==> src/rtl/alu_cmd_issuer_pkg.sv <==
`default_nettype none
// ============================================================================
//  Module      : alu_cmd_issuer_pkg
//  Description : Shared types for the ALU command issuer: datapath word and
//                byte types, ALU opcode enumeration, the queued command
//                record, issuer FSM states and an opcode legality helper.
//  Revision    : 1.0 - initial release
// ============================================================================
package alu_cmd_issuer_pkg;

    typedef logic [31:0] word_t;
    typedef logic [7:0]  byte_t;

    typedef enum logic [2:0] {
        ADD = 3'd0,
        SUB = 3'd1,
        AND = 3'd2,
        OR  = 3'd3,
        XOR = 3'd4,
        SLT = 3'd5
    } alu_op_t;

    // Highest legal opcode; 6 and 7 are reserved.
    localparam logic [2:0] ALU_OP_MAX = 3'd5;

    // Tag storage in the queued record. Issuers narrower than this
    // zero-extend on the way in and truncate on the way out.
    localparam int CMD_TAG_W = 8;

    // Opcode is kept as raw bits so reserved codes survive the queue.
    typedef struct packed {
        word_t                 a;
        word_t                 b;
        logic [2:0]            op;
        logic [CMD_TAG_W-1:0]  tag;
    } alu_cmd_t;

    typedef enum logic [1:0] {
        S_IDLE  = 2'd0,
        S_ISSUE = 2'd1,
        S_RESP  = 2'd2
    } issuer_state_t;

    function automatic logic is_reserved_op(input logic [2:0] op);
        return (op > ALU_OP_MAX);
    endfunction

endpackage : alu_cmd_issuer_pkg
`default_nettype wire

==> src/rtl/alu_cmd_issuer_fifo.sv <==
`default_nettype none
// ============================================================================
//  Module      : sync_fifo
//  Description : Single-clock FIFO of an arbitrary element type. Registered
//                storage, no write-to-read bypass: an entry written on one
//                edge is visible at rdata from the following cycle.
//  Ports       : clk, rst_n (sync, active low)
//                push/wdata  - write side, ignored while full
//                pop/rdata   - read side, rdata is the head, pop ignored
//                              while empty
//                full, empty - occupancy flags from the current pointers
//  Revision    : 1.0 - initial release
// ============================================================================
module sync_fifo #(
    parameter type T     = logic [7:0],
    parameter int  DEPTH = 4
) (
    input  logic clk,
    input  logic rst_n,
    input  logic push,
    input  T     wdata,
    input  logic pop,
    output T     rdata,
    output logic full,
    output logic empty
);

    localparam int         c_aw      = $clog2(DEPTH);
    localparam logic [c_aw:0] c_ptr_one = 1;

    T                mem_q [DEPTH];
    logic [c_aw:0]   wr_ptr_q;
    logic [c_aw:0]   wr_ptr_d;
    logic [c_aw:0]   rd_ptr_q;
    logic [c_aw:0]   rd_ptr_d;
    logic            w_do_push;
    logic            w_do_pop;

    // Extra MSB on each pointer distinguishes full from empty when the
    // index bits match.
    always_comb begin
        full      = (wr_ptr_q[c_aw] != rd_ptr_q[c_aw]) &&
                    (wr_ptr_q[c_aw-1:0] == rd_ptr_q[c_aw-1:0]);
        empty     = (wr_ptr_q == rd_ptr_q);
        w_do_push = push && !full;
        w_do_pop  = pop && !empty;
        wr_ptr_d  = w_do_push ? (wr_ptr_q + c_ptr_one) : wr_ptr_q;
        rd_ptr_d  = w_do_pop  ? (rd_ptr_q + c_ptr_one) : rd_ptr_q;
    end

    always_ff @(posedge clk) begin
        if (!rst_n) begin
            wr_ptr_q <= '0;
            rd_ptr_q <= '0;
        end else begin
            wr_ptr_q <= wr_ptr_d;
            rd_ptr_q <= rd_ptr_d;
        end
    end

    // Storage needs no reset; the pointers define what is valid.
    always_ff @(posedge clk) begin
        if (w_do_push) begin
            mem_q[wr_ptr_q[c_aw-1:0]] <= wdata;
        end
    end

    assign rdata = mem_q[rd_ptr_q[c_aw-1:0]];

endmodule : sync_fifo
`default_nettype wire

==> src/rtl/alu_cmd_issuer.sv <==
`default_nettype none
// ============================================================================
//  Module      : alu_cmd_issuer
//  Description : Command-side master for the ALU. Queues requests, drives
//                registered operands/opcode to the ALU for one issue cycle,
//                captures result and zero flag, and returns them with the
//                request tag on a valid/ready response channel. Counts
//                completed responses modulo 256.
//  Ports       : clk, rst_n (sync, active low)
//                cmd_*       - request channel (valid/ready, a, b, op, tag)
//                alu_a/b/op  - registered ALU inputs
//                alu_result/alu_zero - combinational ALU outputs
//                rsp_*       - response channel (valid/ready, result, zero,
//                              tag, err)
//                done_count  - completed response count
//  Revision    : 1.0 - initial release
// ============================================================================
module alu_cmd_issuer
    import alu_cmd_issuer_pkg::*;
#(
    parameter int DEPTH = 4,
    parameter int TAG_W = 4
) (
    input  logic             clk,
    input  logic             rst_n,
    input  logic             cmd_valid,
    output logic             cmd_ready,
    input  word_t            cmd_a,
    input  word_t            cmd_b,
    input  logic [2:0]       cmd_op,
    input  logic [TAG_W-1:0] cmd_tag,
    output word_t            alu_a,
    output word_t            alu_b,
    output logic [2:0]       alu_op,
    input  word_t            alu_result,
    input  logic             alu_zero,
    output logic             rsp_valid,
    input  logic             rsp_ready,
    output word_t            rsp_result,
    output logic             rsp_zero,
    output logic [TAG_W-1:0] rsp_tag,
    output logic             rsp_err,
    output byte_t            done_count
);

    issuer_state_t    state_q, state_d;
    word_t            alu_a_q, alu_a_d;
    word_t            alu_b_q, alu_b_d;
    logic [2:0]       alu_op_q, alu_op_d;
    logic [TAG_W-1:0] tag_q, tag_d;
    logic             err_q, err_d;
    logic             rsp_valid_q, rsp_valid_d;
    word_t            rsp_result_q, rsp_result_d;
    logic             rsp_zero_q, rsp_zero_d;
    logic [TAG_W-1:0] rsp_tag_q, rsp_tag_d;
    logic             rsp_err_q, rsp_err_d;
    byte_t            done_count_q, done_count_d;

    alu_cmd_t w_push_cmd;
    alu_cmd_t w_head;
    logic     w_fifo_full;
    logic     w_fifo_empty;
    logic     w_fifo_pop;
    logic     w_fifo_push;

    always_comb begin
        w_push_cmd.a   = cmd_a;
        w_push_cmd.b   = cmd_b;
        w_push_cmd.op  = cmd_op;
        w_push_cmd.tag = CMD_TAG_W'(cmd_tag);
    end

    assign cmd_ready   = !w_fifo_full;
    assign w_fifo_push = cmd_valid && cmd_ready;

    sync_fifo #(
        .T     (alu_cmd_t),
        .DEPTH (DEPTH)
    ) u_cmd_fifo (
        .clk   (clk),
        .rst_n (rst_n),
        .push  (w_fifo_push),
        .wdata (w_push_cmd),
        .pop   (w_fifo_pop),
        .rdata (w_head),
        .full  (w_fifo_full),
        .empty (w_fifo_empty)
    );

    always_comb begin
        state_d      = state_q;
        alu_a_d      = alu_a_q;
        alu_b_d      = alu_b_q;
        alu_op_d     = alu_op_q;
        tag_d        = tag_q;
        err_d        = err_q;
        rsp_valid_d  = rsp_valid_q;
        rsp_result_d = rsp_result_q;
        rsp_zero_d   = rsp_zero_q;
        rsp_tag_d    = rsp_tag_q;
        rsp_err_d    = rsp_err_q;
        done_count_d = done_count_q;
        w_fifo_pop   = 1'b0;

        unique case (state_q)
            S_IDLE: begin
                if (!w_fifo_empty) begin
                    w_fifo_pop = 1'b1;
                    state_d    = S_ISSUE;
                end
            end
            S_ISSUE: begin
                // Reserved opcodes still occupy an issue slot, but the ALU
                // output is replaced by a fixed zero result.
                rsp_valid_d  = 1'b1;
                rsp_tag_d    = tag_q;
                rsp_err_d    = err_q;
                rsp_result_d = err_q ? '0   : alu_result;
                rsp_zero_d   = err_q ? 1'b1 : alu_zero;
                state_d      = S_RESP;
            end
            S_RESP: begin
                if (rsp_ready) begin
                    rsp_valid_d  = 1'b0;
                    done_count_d = done_count_q + 8'd1;
                    // Chain straight into the next issue to sustain one
                    // response every two cycles.
                    if (!w_fifo_empty) begin
                        w_fifo_pop = 1'b1;
                        state_d    = S_ISSUE;
                    end else begin
                        state_d    = S_IDLE;
                    end
                end
            end
            default: begin
                state_d = S_IDLE;
            end
        endcase

        // ALU inputs change only when a new command leaves the queue.
        if (w_fifo_pop) begin
            alu_a_d  = w_head.a;
            alu_b_d  = w_head.b;
            alu_op_d = w_head.op;
            tag_d    = TAG_W'(w_head.tag);
            err_d    = is_reserved_op(w_head.op);
        end
    end

    always_ff @(posedge clk) begin
        if (!rst_n) begin
            state_q      <= S_IDLE;
            alu_a_q      <= '0;
            alu_b_q      <= '0;
            alu_op_q     <= '0;
            tag_q        <= '0;
            err_q        <= 1'b0;
            rsp_valid_q  <= 1'b0;
            rsp_result_q <= '0;
            rsp_zero_q   <= 1'b0;
            rsp_tag_q    <= '0;
            rsp_err_q    <= 1'b0;
            done_count_q <= '0;
        end else begin
            state_q      <= state_d;
            alu_a_q      <= alu_a_d;
            alu_b_q      <= alu_b_d;
            alu_op_q     <= alu_op_d;
            tag_q        <= tag_d;
            err_q        <= err_d;
            rsp_valid_q  <= rsp_valid_d;
            rsp_result_q <= rsp_result_d;
            rsp_zero_q   <= rsp_zero_d;
            rsp_tag_q    <= rsp_tag_d;
            rsp_err_q    <= rsp_err_d;
            done_count_q <= done_count_d;
        end
    end

    assign alu_a      = alu_a_q;
    assign alu_b      = alu_b_q;
    assign alu_op     = alu_op_q;
    assign rsp_valid  = rsp_valid_q;
    assign rsp_result = rsp_result_q;
    assign rsp_zero   = rsp_zero_q;
    assign rsp_tag    = rsp_tag_q;
    assign rsp_err    = rsp_err_q;
    assign done_count = done_count_q;

endmodule : alu_cmd_issuer
`default_nettype wire
==> config.mk <==
export PLATFORM = sky130hd
export DESIGN_NAME = alu_cmd_issuer
export DESIGN_NICKNAME = d
export VERILOG_FILES = /design/src/rtl/alu_cmd_issuer_pkg.sv /design/src/rtl/alu_cmd_issuer_fifo.sv /design/src/rtl/alu_cmd_issuer.sv
export SDC_FILE = /design/constraint.sdc
export NUM_CORES = 1
export LEC_CHECK = 0
export BUFFER_PORTS_ARGS = -buffer_cell sky130_fd_sc_hd__buf_4
export CAP_MARGIN = 15
export CORE_UTILIZATION = 57
export DETAILED_ROUTE_END_ITERATION = 16
export PLACE_DENSITY = 0.82
export SYNTH_ARGS = -nofsm -noshare
export SYNTH_HDL_FRONTEND = slang
export SYNTH_SLANG_ARGS = --single-unit
==> constraint.sdc <==
create_clock -name clk -period 4.3 [get_ports clk]
set_clock_uncertainty 0.1 [all_clocks]
set_input_delay 0.215 -clock clk [delete_from_list [all_inputs] [get_ports clk]]
set_output_delay 0.215 -clock clk [all_outputs]
set_load 0.005 [all_outputs]
==> results of run 1 <==
## cell families (layout without fill, tap and decap cells)
group           after synthesis  count (layout)  share of synthesized area, %
compound gates              122             122                         4.406
xor+xnor                     12              12                        0.7426
fa+ha+maj                     6               6                        0.4950
buf+inv                      73             392                         2.120
flops                       413             413                         73.27
mux                          71              71                         10.54
other cells                   0               5                             0
simple gates                260             260                         8.424
## through the flow
stage / std cells / utilization (%) / worst slack, ns / power [uW] / hold slack (ns)
detailed placement: 1456 / 65.48 / 1.316 / 7765 / 0.3179
finish: 1616 / 73.94 / 1.383 / 11330 / 0.006560
CTS: 1611 / 73.89 / 1.313 / 11400 / 0.00008826
global placement: 1456 / 65.48 / 1.387 / 7683 / 0.3155
floorplan: 957 / - / 1.106 / 6752 / 0.2139
global route: 1614 / 73.92 / 1.128 / 11840 / 0.02423
## power breakdown
| group | leakage [uW] | internal, uW | switching (uW) |
|---|---|---|---|
| clock | 0.000679 | 2150 | 1430 |
| sequential | 0.00366 | 4830 | 467 |
| combinational | 0.00258 | 1260 | 1200 |
## state kept, by name, indices dropped and copies added (netlist names), 2 cells and up, named ones only
signal               count
u_cmd_fifo.wr_ptr_q      3
u_cmd_fifo.mem_q       284
alu_b                   32
u_cmd_fifo.rd_ptr_q      3
done_count               8
rsp_tag                  4
state_q                  2
alu_op                   3
rsp_result              32
alu_a                   32
tag_q                    4
## layer usage
layer  vias to the layer above  global-route usage [%]  routed length (um)  part of all wire, %
li1                       4190                       -                   -                    -
met2                       306                   39.58               15760                   51
met5                         -                       0                   0                    0
met3                        48                   4.620                2071                  6.7
met4                         0                   7.048                 572                  1.9
met1                      4469                   28.28               12490                   40
## synth_stat cells, drive strengths merged
master / instances / area share [%]
and2: 3 / 0.12
nor2: 45 / 1.1
o31a: 1 / 0.058
mux4: 71 / 11
nor3b: 32 / 1.6
a21oi: 43 / 1.4
nor3: 4 / 0.13
buf: 29 / 1.0
xor2: 7 / 0.45
nand4: 3 / 0.12
or3: 3 / 0.12
or2: 1 / 0.041
o311ai: 2 / 0.23
o31ai: 1 / 0.050
o21ai: 75 / 2.6
and3b: 1 / 0.058
nand3b: 3 / 0.15
dfxtp: 129 / 17
nand2b: 2 / 0.082
clkbuf: 38 / 0.96
nand3: 74 / 2.7
inv: 6 / 0.15
nand2: 88 / 2.2
and3: 1 / 0.041
ha: 6 / 0.50
xnor2: 5 / 0.29
edfxtp: 284 / 56
## critical path: stages, from the launching register on
cell	delay (ns)
sky130_fd_sc_hd__dfxtp_1	0.46
sky130_fd_sc_hd__xor2_2	0.16
sky130_fd_sc_hd__o311ai_0	0.62
sky130_fd_sc_hd__clkinv_2	0.81
sky130_fd_sc_hd__buf_4	0.50
## worst max-delay path by stage
stage / start / end / slack [ns] / cells after the start
final: u_cmd_fifo.wr_ptr_q[0]$_SDFFE_PN0P_ / u_cmd_fifo.mem_q[3][29]$_DFFE_PP_ / 1.38 / 4
after global routing: u_cmd_fifo.wr_ptr_q[0]$_SDFFE_PN0P_ / u_cmd_fifo.mem_q[3][30]$_DFFE_PP_ / 1.13 / 4
after CTS: u_cmd_fifo.wr_ptr_q[0]$_SDFFE_PN0P_ / u_cmd_fifo.mem_q[3][30]$_DFFE_PP_ / 1.31 / 4
after detailed placement: u_cmd_fifo.wr_ptr_q[0]$_SDFFE_PN0P_ / u_cmd_fifo.mem_q[3][33]$_DFFE_PP_ / 1.32 / 4
after global placement: u_cmd_fifo.wr_ptr_q[1]$_SDFFE_PN0P_ / u_cmd_fifo.mem_q[3][25]$_DFFE_PP_ / 1.39 / 4
after floorplan: u_cmd_fifo.wr_ptr_q[1]$_SDFFE_PN0P_ / u_cmd_fifo.mem_q[0][0]$_DFFE_PP_ / 1.11 / 3
## cell type report
cell class              count  area share [%]
diodes                      5         0.06494
repair buffers            312           13.34
clock buffers              59           6.312
well taps                 335           2.175
multi-input cells         471           19.42
clock inverters            15          0.8572
flip-flops and latches    413           57.71
inverters                   6          0.1234
==> qor.log, run 1 <==
INFO  yosys          syn_area=15160um^2
INFO  clock_tree     insertion_delay=0.52ns
INFO  timing         timing.final.max_slew_violations=0
INFO  placed_design  rd_place_congestion=0.7210
INFO  hold_path      min_path_cells=4
INFO  timing         timing.final.crit_share=67.85%
INFO  setup_path     crit_path_max_fanout=37
INFO  hold_path      min-delay-path-class=primary input to flop
INFO  outcome        outcome=finished clean
INFO  placed_design  numPortBuffers=222
INFO  pwr            peakVddDrop=0.0005612V
INFO  clock_tree     clock_tree_root_buffer_cell=sky130_fd_sc_hd__clkbuf_16
INFO  global_routing grt_usage=22.60%
INFO  clock_tree     clockBufferDepth=3
INFO  yosys          synth_warnings=0
INFO  run            cap_viol_max_count=0
INFO  finish         final-seq-area=11120um^2
INFO  finish         layout_commonest_cell=sky130_fd_sc_hd__edfxtp_1
INFO  global_routing globalRoute.totalOverflow=0
INFO  pwr            powerDensity=588.0nW/um^2
INFO  floorplanning  placementRows=59
INFO  drt            detailedRoute.firstPassIterationCount=5
INFO  floorplanning  fp.dieArea=27260um^2
INFO  yosys          yosysSeqAreaShare=73.27%
INFO  finish         multi_input_logic_area=3742um^2
INFO  hold_path      min_from=alu_result[0]
INFO  yosys          syn-num-nets=1071
INFO  global_routing grt_max_degree=150
INFO  finish         design_area=19270um^2
INFO  floorplanning  core_area=26060um^2
INFO  finish         syn_to_final_growth=27.05%
INFO  setup_path     cp_data_required_time=4.44ns
INFO  yosys          postSynthAreaPerCell=15.85um^2
INFO  timing         relative_slew_margins=24.14%
INFO  finish         layout.filler_cells=1520
INFO  drt            wl_per_cell=19.11um
INFO  setup_path     timing_worst_setup_path_type=flop to flop
INFO  drt            post_drt_antenna_nets=0
INFO  timing         timing_hold_violations_final=0
INFO  yosys          synth_cells=957
INFO  clock_tree     cts_buffers=41
INFO  placed_design  dpl-instance-area=17060um^2
INFO  yosys          total_of_flip_flops_plus_latches_after_synthesis=413
INFO  drt            via_count=9013
INFO  setup_path     register_to_register_path_depth=4
INFO  timing         setup_repair_after_global_routing_missed_its_margin=no
INFO  placed_design  hpwl=17190um
INFO  clock_tree     cts.reportedPaths.clkPinSlew=0.06ns
INFO  drt            drtIter0Drc=644
INFO  setup_path     worst_r2r_endpoint=u_cmd_fifo.mem_q[3][29]$_DFFE_PP_
INFO  finish         highest_count_cells_in_the_layout_ignoring_fill_and_taps=sky130_fd_sc_hd__edfxtp_1 (284), sky130_fd_sc_hd__buf_4 (229), sky130_fd_sc_hd__dfxtp_1 (127)
INFO  setup_path     timing.reg2reg.setup_slack=1.38ns
INFO  finish         post_route_cells_drive_above_1_share=30.64%
INFO  timing         tightest_slew=1.138ns
INFO  clock_tree     buffers_inserted_by_post_cts_timing_repair=0
INFO  pwr            leakagePower=0.006927uW
INFO  drt            route.detailed.vias_per_inst=5.577
INFO  setup_path     worst_r2r_startpoint=u_cmd_fifo.wr_ptr_q[0]$_SDFFE_PN0P_
INFO  clock_tree     cts.sink_count=413
INFO  timing         final.setup.tns=0ns
INFO  setup_path     cp.arrival=3.06ns
INFO  timing         timing.final.setup_violations=0
INFO  global_routing via_count_of_the_first_global_routing_pass=8984
INFO  clock_tree     max_h_tree_level=2
INFO  clock_tree     cts_hold_buf=81
INFO  drt            routed_wire_length=30890um
INFO  global_routing initial_antenna_violation_count=4
INFO  setup_path     cp-start-kind=flop
INFO  drt            drt_drc_violations_left=0
INFO  global_routing global_route_wire_length_before_repair=46850um
INFO  clock_tree     cts_resized=0
INFO  timing         maxClockFrequency=342.8MHz
INFO  yosys          post_synth_num_cell_types=36
INFO  timing         shortest_period_the_worst_path_allows=2.917ns
INFO  finish         nets=1359
INFO  floorplanning  dieHeight=165.1um
INFO  hold_path      capture_endpoint_of_the_worst_hold_path=rsp_result[0]$_SDFFE_PN0P_
INFO  clock_tree     cts_tree=built
INFO  setup_path     endpoint_kind=flop
INFO  floorplanning  ioPinCount=223
INFO  floorplanning  start_util=58.19%
INFO  floorplanning  die_w=165.1um
Note: power is estimated with default switching activity, not from simulation.
==> run 2, diff against run 1 <==
Clock period 4.3 ns to 2.92 ns, I/O delays scaled along.
==> run 2 against run 1 <==
Compared with the run above:
- core utilization is 1.1 points higher
- flip-flop and latch count stayed put
- worst hold slack better by 0.0089 ns
- combinational power is 58% higher
- register-to-register slack worse by 0.72 ns
- non-clock buffer count is 38 higher
- final area is 1.4% higher
==> qor.log, run 2 (synthesis results as in run 1) <==
INFO  outcome        outcome=finished clean
INFO  placed_design  hpwl=19580um [+14%]
INFO  timing         shortest_period_the_worst_path_allows=2.253ns [-0.6642 ns]
INFO  finish         syn_to_final_growth=28.89%
INFO  drt            wl_per_cell=20.82um [+8.9%]
INFO  pwr            powerDensity=843.9nW/um^2 [+44%]
INFO  global_routing initial_antenna_violation_count=1 [-3]
INFO  drt            drt_drc_violations_left=0 [unchanged]
INFO  global_routing grt_usage=25.35% [+2.7 points]
INFO  pwr            peakVddDrop=0.0007618V [+36%]
INFO  floorplanning  dieHeight=165.1um [unchanged]
INFO  setup_path     cp.arrival=2.37ns [-0.69 ns]
INFO  placed_design  preCtsSetupSlack=0.7286ns [-0.5871 ns]
INFO  clock_tree     buffers_inserted_by_post_cts_timing_repair=0 [unchanged]
INFO  clock_tree     max_h_tree_level=2 [unchanged]
INFO  setup_path     endpoint_kind=flop
INFO  global_routing globalRoute.totalOverflow=0 [unchanged]
INFO  finish         highest_count_cells_in_the_layout_ignoring_fill_and_taps=sky130_fd_sc_hd__edfxtp_1 (284), sky130_fd_sc_hd__buf_4 (237), sky130_fd_sc_hd__dfxtp_1 (127)
INFO  floorplanning  ioPinCount=223 [unchanged]
INFO  timing         post_route_hold_slack=0.01544ns [+0.008878 ns]
INFO  drt            route.detailed.vias_per_inst=5.665 [+1.6%]
INFO  clock_tree     cts_tree=built
INFO  timing         timing.final.max_slew_violations=0 [unchanged]
INFO  hold_path      min-delay-path-class=primary input to flop
INFO  finish         post_route_cells_drive_above_1_share=30.06% [-0.58 points]
INFO  timing         timing_hold_violations_final=0 [unchanged]
INFO  drt            detailedRoute.firstPassIterationCount=5 [unchanged]
INFO  clock_tree     cts_resized=0 [unchanged]
INFO  timing         relative_slew_margins=46.43% [+22 points]
INFO  clock_tree     cts_buffers=40 [-2.4%]
INFO  setup_path     cp_data_required_time=3.04ns [-1.40 ns]
INFO  clock_tree     cts_hold_buf=104 [+28%]
INFO  floorplanning  die_w=165.1um [unchanged]
INFO  drt            drtIter0Drc=760 [+18%]
INFO  finish         nets=1396 [+2.7%]
INFO  pwr            leakagePower=0.007046uW [+1.7%]
INFO  timing         timing.final.setup_violations=0 [unchanged]
INFO  global_routing global_route_wire_length_before_repair=51810um [+11%]
INFO  clock_tree     clock_tree_root_buffer_cell=sky130_fd_sc_hd__clkbuf_16
INFO  floorplanning  fp.dieArea=27260um^2 [unchanged]
INFO  clock_tree     clockBufferDepth=3 [unchanged]
INFO  run            cap_viol_max_count=0 [unchanged]
INFO  floorplanning  start_util=58.19% [unchanged]
INFO  finish         layout.filler_cells=1442 [-5.1%]
INFO  global_routing via_count_of_the_first_global_routing_pass=9577 [+6.6%]
INFO  timing         final_critical_path_setup_slack=0.6668ns [-0.7158 ns]
INFO  timing         setup_repair_after_global_routing_missed_its_margin=no
INFO  setup_path     crit_path_max_fanout=29 [-22%]
INFO  floorplanning  core_area=26060um^2 [unchanged]
INFO  drt            via_count=9348 [+3.7%]
INFO  timing         final.setup.tns=0ns [unchanged]
INFO  clock_tree     cts.reportedPaths.clkPinSlew=0.06ns [about the same]
INFO  finish         largest_register_ffs=284 [unchanged]
INFO  drt            routed_wire_length=34350um [+11%]
INFO  drt            post_drt_antenna_nets=0 [unchanged]
INFO  hold_path      min_path_cells=4 [unchanged]
INFO  placed_design  numPortBuffers=222 [unchanged]
INFO  finish         layout_commonest_cell=sky130_fd_sc_hd__edfxtp_1
INFO  clock_tree     cts.sink_count=413 [unchanged]
INFO  clock_tree     insertion_delay=0.53ns [about the same]
INFO  timing         timing.final.crit_share=77.16% [+9.3 points]
INFO  finish         multi_input_logic_area=3742um^2 [unchanged]
INFO  timing         tightest_slew=0.8025ns [-0.3354 ns]
INFO  setup_path     timing_worst_setup_path_type=flop to flop
INFO  global_routing grt_max_degree=119 [-21%]
INFO  finish         final-seq-area=11120um^2 [unchanged]
INFO  placed_design  rd_place_congestion=0.7531 [+4.5%]
INFO  pwr            total_power=16500uW [+46%]
INFO  timing         maxClockFrequency=443.8MHz [+29%]
INFO  setup_path     cp-start-kind=flop
INFO  floorplanning  placementRows=59 [unchanged]
INFO  setup_path     register_to_register_path_depth=4 [unchanged]
-- run 2: routing by layer --
metal  vias to the layer above  global-route usage, %  routed length, um
li1                       4270                      -                  -
met2                       385                  44.69              18010
met5                         -                      0                  0
met4                         0                  7.923                761
met1                      4629                  31.94              13190
met3                        64                  4.446               2384
-- run 2: layout make-up --
type,count,area share (%)
diodes,1,0.01280
clock buffers,59,5.915
clock inverters,15,0.4289
inverters,6,0.1216
multi-input cells,471,19.15
flip-flops and latches,413,56.88
well taps,335,2.144
repair buffers,350,15.35
-- run 2: metrics by stage --
stage	area (um^2)	utilization [%]	instances
after floorplan	15170	-	957
after global placement	17260	66.25	1471
after detailed placement	17260	66.25	1471
after CTS	19540	75.00	1649
after global routing	19550	75.01	1650
final	19550	75.01	1650
-- run 2: worst paths after layout --
check                                                          from  slack [ns]                                end
worst min-delay path                                  alu_result[9]        0.02         rsp_result[9]$_SDFFE_PN0P_
worst min register to register              rsp_tag[2]$_SDFFE_PN0P_        0.36            rsp_tag[2]$_SDFFE_PN0P_
worst max-delay path            u_cmd_fifo.wr_ptr_q[1]$_SDFFE_PN0P_        0.67  u_cmd_fifo.mem_q[1][29]$_DFFE_PP_
worst max register to register  u_cmd_fifo.wr_ptr_q[1]$_SDFFE_PN0P_        0.67  u_cmd_fifo.mem_q[1][29]$_DFFE_PP_
-- run 2: worst max-delay path, stage by stage (launching register included) --
cell	delay, ns
sky130_fd_sc_hd__dfxtp_1	0.41
sky130_fd_sc_hd__xor2_1	0.36
sky130_fd_sc_hd__o31a_1	0.35
sky130_fd_sc_hd__and2_4	0.42
sky130_fd_sc_hd__buf_12	0.27
-- run 2: power by group --
group / switching (uW) / internal [uW]
Sequential: 647 / 7100
Clock: 2110 / 2760
Combinational: 1930 / 1950
Total: 4680 / 11800
==> run 3, diff against run 2 <==
Clock period 2.92 ns to 2.2 ns, I/O delays scaled along.
==> run 3 against run 2 <==
Compared with the run above:
- critical path type unchanged
- die area is the same
- flip-flop and latch count is the same
- final area grew 1.7%
==> qor.log, run 3 (synthesis results as in run 1) <==
INFO  placed_design  hpwl=20000um [+2.2%]
INFO  finish         layout.core_utilization=76.30% [+1.3 points]
INFO  placed_design  numPortBuffers=222 [unchanged]
INFO  finish         largest_register_ffs=284 [unchanged]
INFO  finish         highest_count_cells_in_the_layout_ignoring_fill_and_taps=sky130_fd_sc_hd__edfxtp_1 (284), sky130_fd_sc_hd__buf_4 (232), sky130_fd_sc_hd__dfxtp_1 (125)
INFO  pwr            peakVddDrop=0.0009418V [+24%]
INFO  outcome        outcome=finished clean
INFO  global_routing globalRoute.totalOverflow=0 [unchanged]
INFO  floorplanning  die_w=165.1um [unchanged]
INFO  drt            via_count=9446 [+1.0%]
INFO  timing         final.setup.tns=0ns [unchanged]
INFO  timing         timing_hold_violations_final=0 [unchanged]
INFO  clock_tree     cts_resized=0 [unchanged]
INFO  run            cap_viol_max_count=0 [unchanged]
INFO  global_routing grt_usage=25.85% [+0.50 points]
INFO  finish         nets=1406 [+0.72%]
INFO  setup_path     timing.critical_path.slowest_stage_cell=sky130_fd_sc_hd__dfxtp_2
INFO  timing         relative_slew_margins=57.21% [+11 points]
INFO  timing         tightest_slew=0.6418ns [-0.1606 ns]
INFO  setup_path     crit_path_max_fanout=43 [+48%]
INFO  setup_path     timing_worst_setup_path_type=flop to flop
INFO  global_routing initial_antenna_violation_count=3 [+2]
INFO  placed_design  rd_place_congestion=0.7337 [-2.6%]
INFO  floorplanning  ioPinCount=223 [unchanged]
INFO  floorplanning  start_util=58.19% [unchanged]
INFO  setup_path     timing.critical_path.cells=xor2_2, o31a_1, and2_4, buf_12
INFO  global_routing via_count_of_the_first_global_routing_pass=9862 [+3.0%]
INFO  drt            routed_wire_length=34700um [+1.0%]
INFO  timing         timing.final.crit_share=92.14% [+15 points]
INFO  clock_tree     cts.reportedPaths.clkPinSlew=0.07ns [about the same]
INFO  finish         layout.filler_cells=1454 [+0.83%]
INFO  timing         shortest_period_the_worst_path_allows=2.027ns [-0.2260 ns]
INFO  timing         setup_repair_after_global_routing_missed_its_margin=no
INFO  setup_path     cp.arrival=2.11ns [-0.26 ns]
INFO  setup_path     cpPeakStageDelay=0.41ns [about the same]
INFO  clock_tree     max_h_tree_level=2 [unchanged]
INFO  setup_path     path_delay_family=flip-flops
INFO  finish         post_route_cells_drive_above_1_share=30.89% [+0.83 points]
INFO  pwr            powerDensity=1143nW/um^2 [+35%]
INFO  setup_path     cp_data_required_time=2.29ns [-0.75 ns]
INFO  setup_path     cp-start-kind=flop
INFO  drt            drtIter0Drc=721 [-5.1%]
INFO  floorplanning  dieHeight=165.1um [unchanged]
INFO  timing         maxClockFrequency=493.3MHz [+11%]
INFO  global_routing grt_max_degree=72 [-39%]
INFO  clock_tree     insertion_delay=0.52ns [about the same]
INFO  setup_path     critical_path_buf_inv_count=1 [unchanged]
INFO  drt            route.detailed.vias_per_inst=5.684 [+0.32%]
INFO  clock_tree     cts.sink_count=413 [unchanged]
INFO  floorplanning  placementRows=59 [unchanged]
INFO  hold_path      min-delay-path-class=primary input to flop
INFO  clock_tree     cts_buffers=42 [+5.0%]
INFO  clock_tree     clock_tree_root_buffer_cell=sky130_fd_sc_hd__clkbuf_16
INFO  drt            post_drt_antenna_nets=0 [unchanged]
INFO  setup_path     endpoint_kind=flop
INFO  global_routing global_route_wire_length_before_repair=52560um [+1.5%]
INFO  floorplanning  fp.dieArea=27260um^2 [unchanged]
INFO  floorplanning  core_area=26060um^2 [unchanged]
INFO  finish         final-seq-area=11120um^2 [about the same]
INFO  finish         multi_input_logic_area=3760um^2 [+0.47%]
INFO  finish         syn_to_final_growth=31.12%
INFO  finish         layout_commonest_cell=sky130_fd_sc_hd__edfxtp_1
INFO  pwr            leakagePower=0.007181uW [+1.9%]
INFO  timing         timing.final.setup_violations=0 [unchanged]
INFO  drt            detailedRoute.firstPassIterationCount=5 [unchanged]
INFO  drt            wl_per_cell=20.88um [+0.28%]
INFO  clock_tree     clockBufferDepth=3 [unchanged]
INFO  drt            drt_drc_violations_left=0 [unchanged]
INFO  clock_tree     cts_tree=built
INFO  timing         timing.final.max_slew_violations=0 [unchanged]
run 3: cell types whose count changed in the layout (fill, tap and decap cells not counted), moves of 5 or more:
cell / previous run / this run
sky130_fd_sc_hd__buf_12: 9 / 19
sky130_fd_sc_hd__clkbuf_1: 14 / 8
sky130_fd_sc_hd__buf_4: 237 / 232
sky130_fd_sc_hd__clkbuf_8: 2 / 7
run 3: metal layers:
| metal | share of wire (%) | wire length (um) | global-route usage (%) |
|---|---|---|---|
| met2 | 54 | 18620 | 47.64 |
| met5 | 0 | 0 | 0 |
| met3 | 6.2 | 2155 | 4.496 |
| met1 | 38 | 13040 | 30.49 |
| met4 | 2.5 | 884 | 8.549 |
run 3: worst paths after layout:
path / from / to / slack (ns) / cells past startpoint
hold reg to reg: alu_a[26]$_SDFFE_PN0P_ / alu_a[26]$_SDFFE_PN0P_ / 0.35 / 2
hold / removal: cmd_b[18] / u_cmd_fifo.mem_q[0][25]$_DFFE_PP_ / 0.23 / 2
setup reg to reg: u_cmd_fifo.wr_ptr_q[0]$_SDFFE_PN0P_ / u_cmd_fifo.mem_q[1][52]$_DFFE_PP_ / 0.17 / 4
setup / recovery: u_cmd_fifo.wr_ptr_q[0]$_SDFFE_PN0P_ / u_cmd_fifo.mem_q[1][52]$_DFFE_PP_ / 0.17 / 4
run 3: cell type report:
class / instances / share of cell area [%]
clock inverters: 19 / 0.9061
flip-flops and latches: 413 / 55.93
multi-input cells: 471 / 18.91
well taps: 335 / 2.108
repair buffers: 358 / 16.06
inverters: 6 / 0.1321
clock buffers: 57 / 5.921
diodes: 3 / 0.03775
run 3: where the power goes:
group	internal [uW]	switching [uW]	total, uW	leakage (uW)
logic	2870	2750	5610	0.00286
clock network	4110	2820	6930	0.000660
registers	9430	763	10200	0.00366
run 3: what timing repair did:
action                    in CTS  in global routing
setup buffers                  0                  0
hold buffers                 107                  0
hold endpoints to repair     331                  0
run 3: stage by stage:
stage	total power (uW)	setup slack (ns)	hold WS [ns]	std cells	instance area, um^2
after floorplan	13200	-0.3308	0.1089	957	15190
after global placement	15440	0.2553	0.2098	1476	17450
after detailed placement	15690	0.1875	0.2137	1476	17450
after CTS	22800	0.1582	0.2100	1659	19880
after global routing	23710	0.07646	0.2275	1662	19880
final	22730	0.1728	0.2318	1662	19880
run 3: worst register-to-register path, delay by kind of cell (launching register included):
kind	cells	cell delay, ns
AND/OR/NAND/NOR	1	0.23
AO/OA/AOI/OAI	1	0.33
buffers and inverters	1	0.28
XOR/XNOR	1	0.33
flip-flops	1	0.41
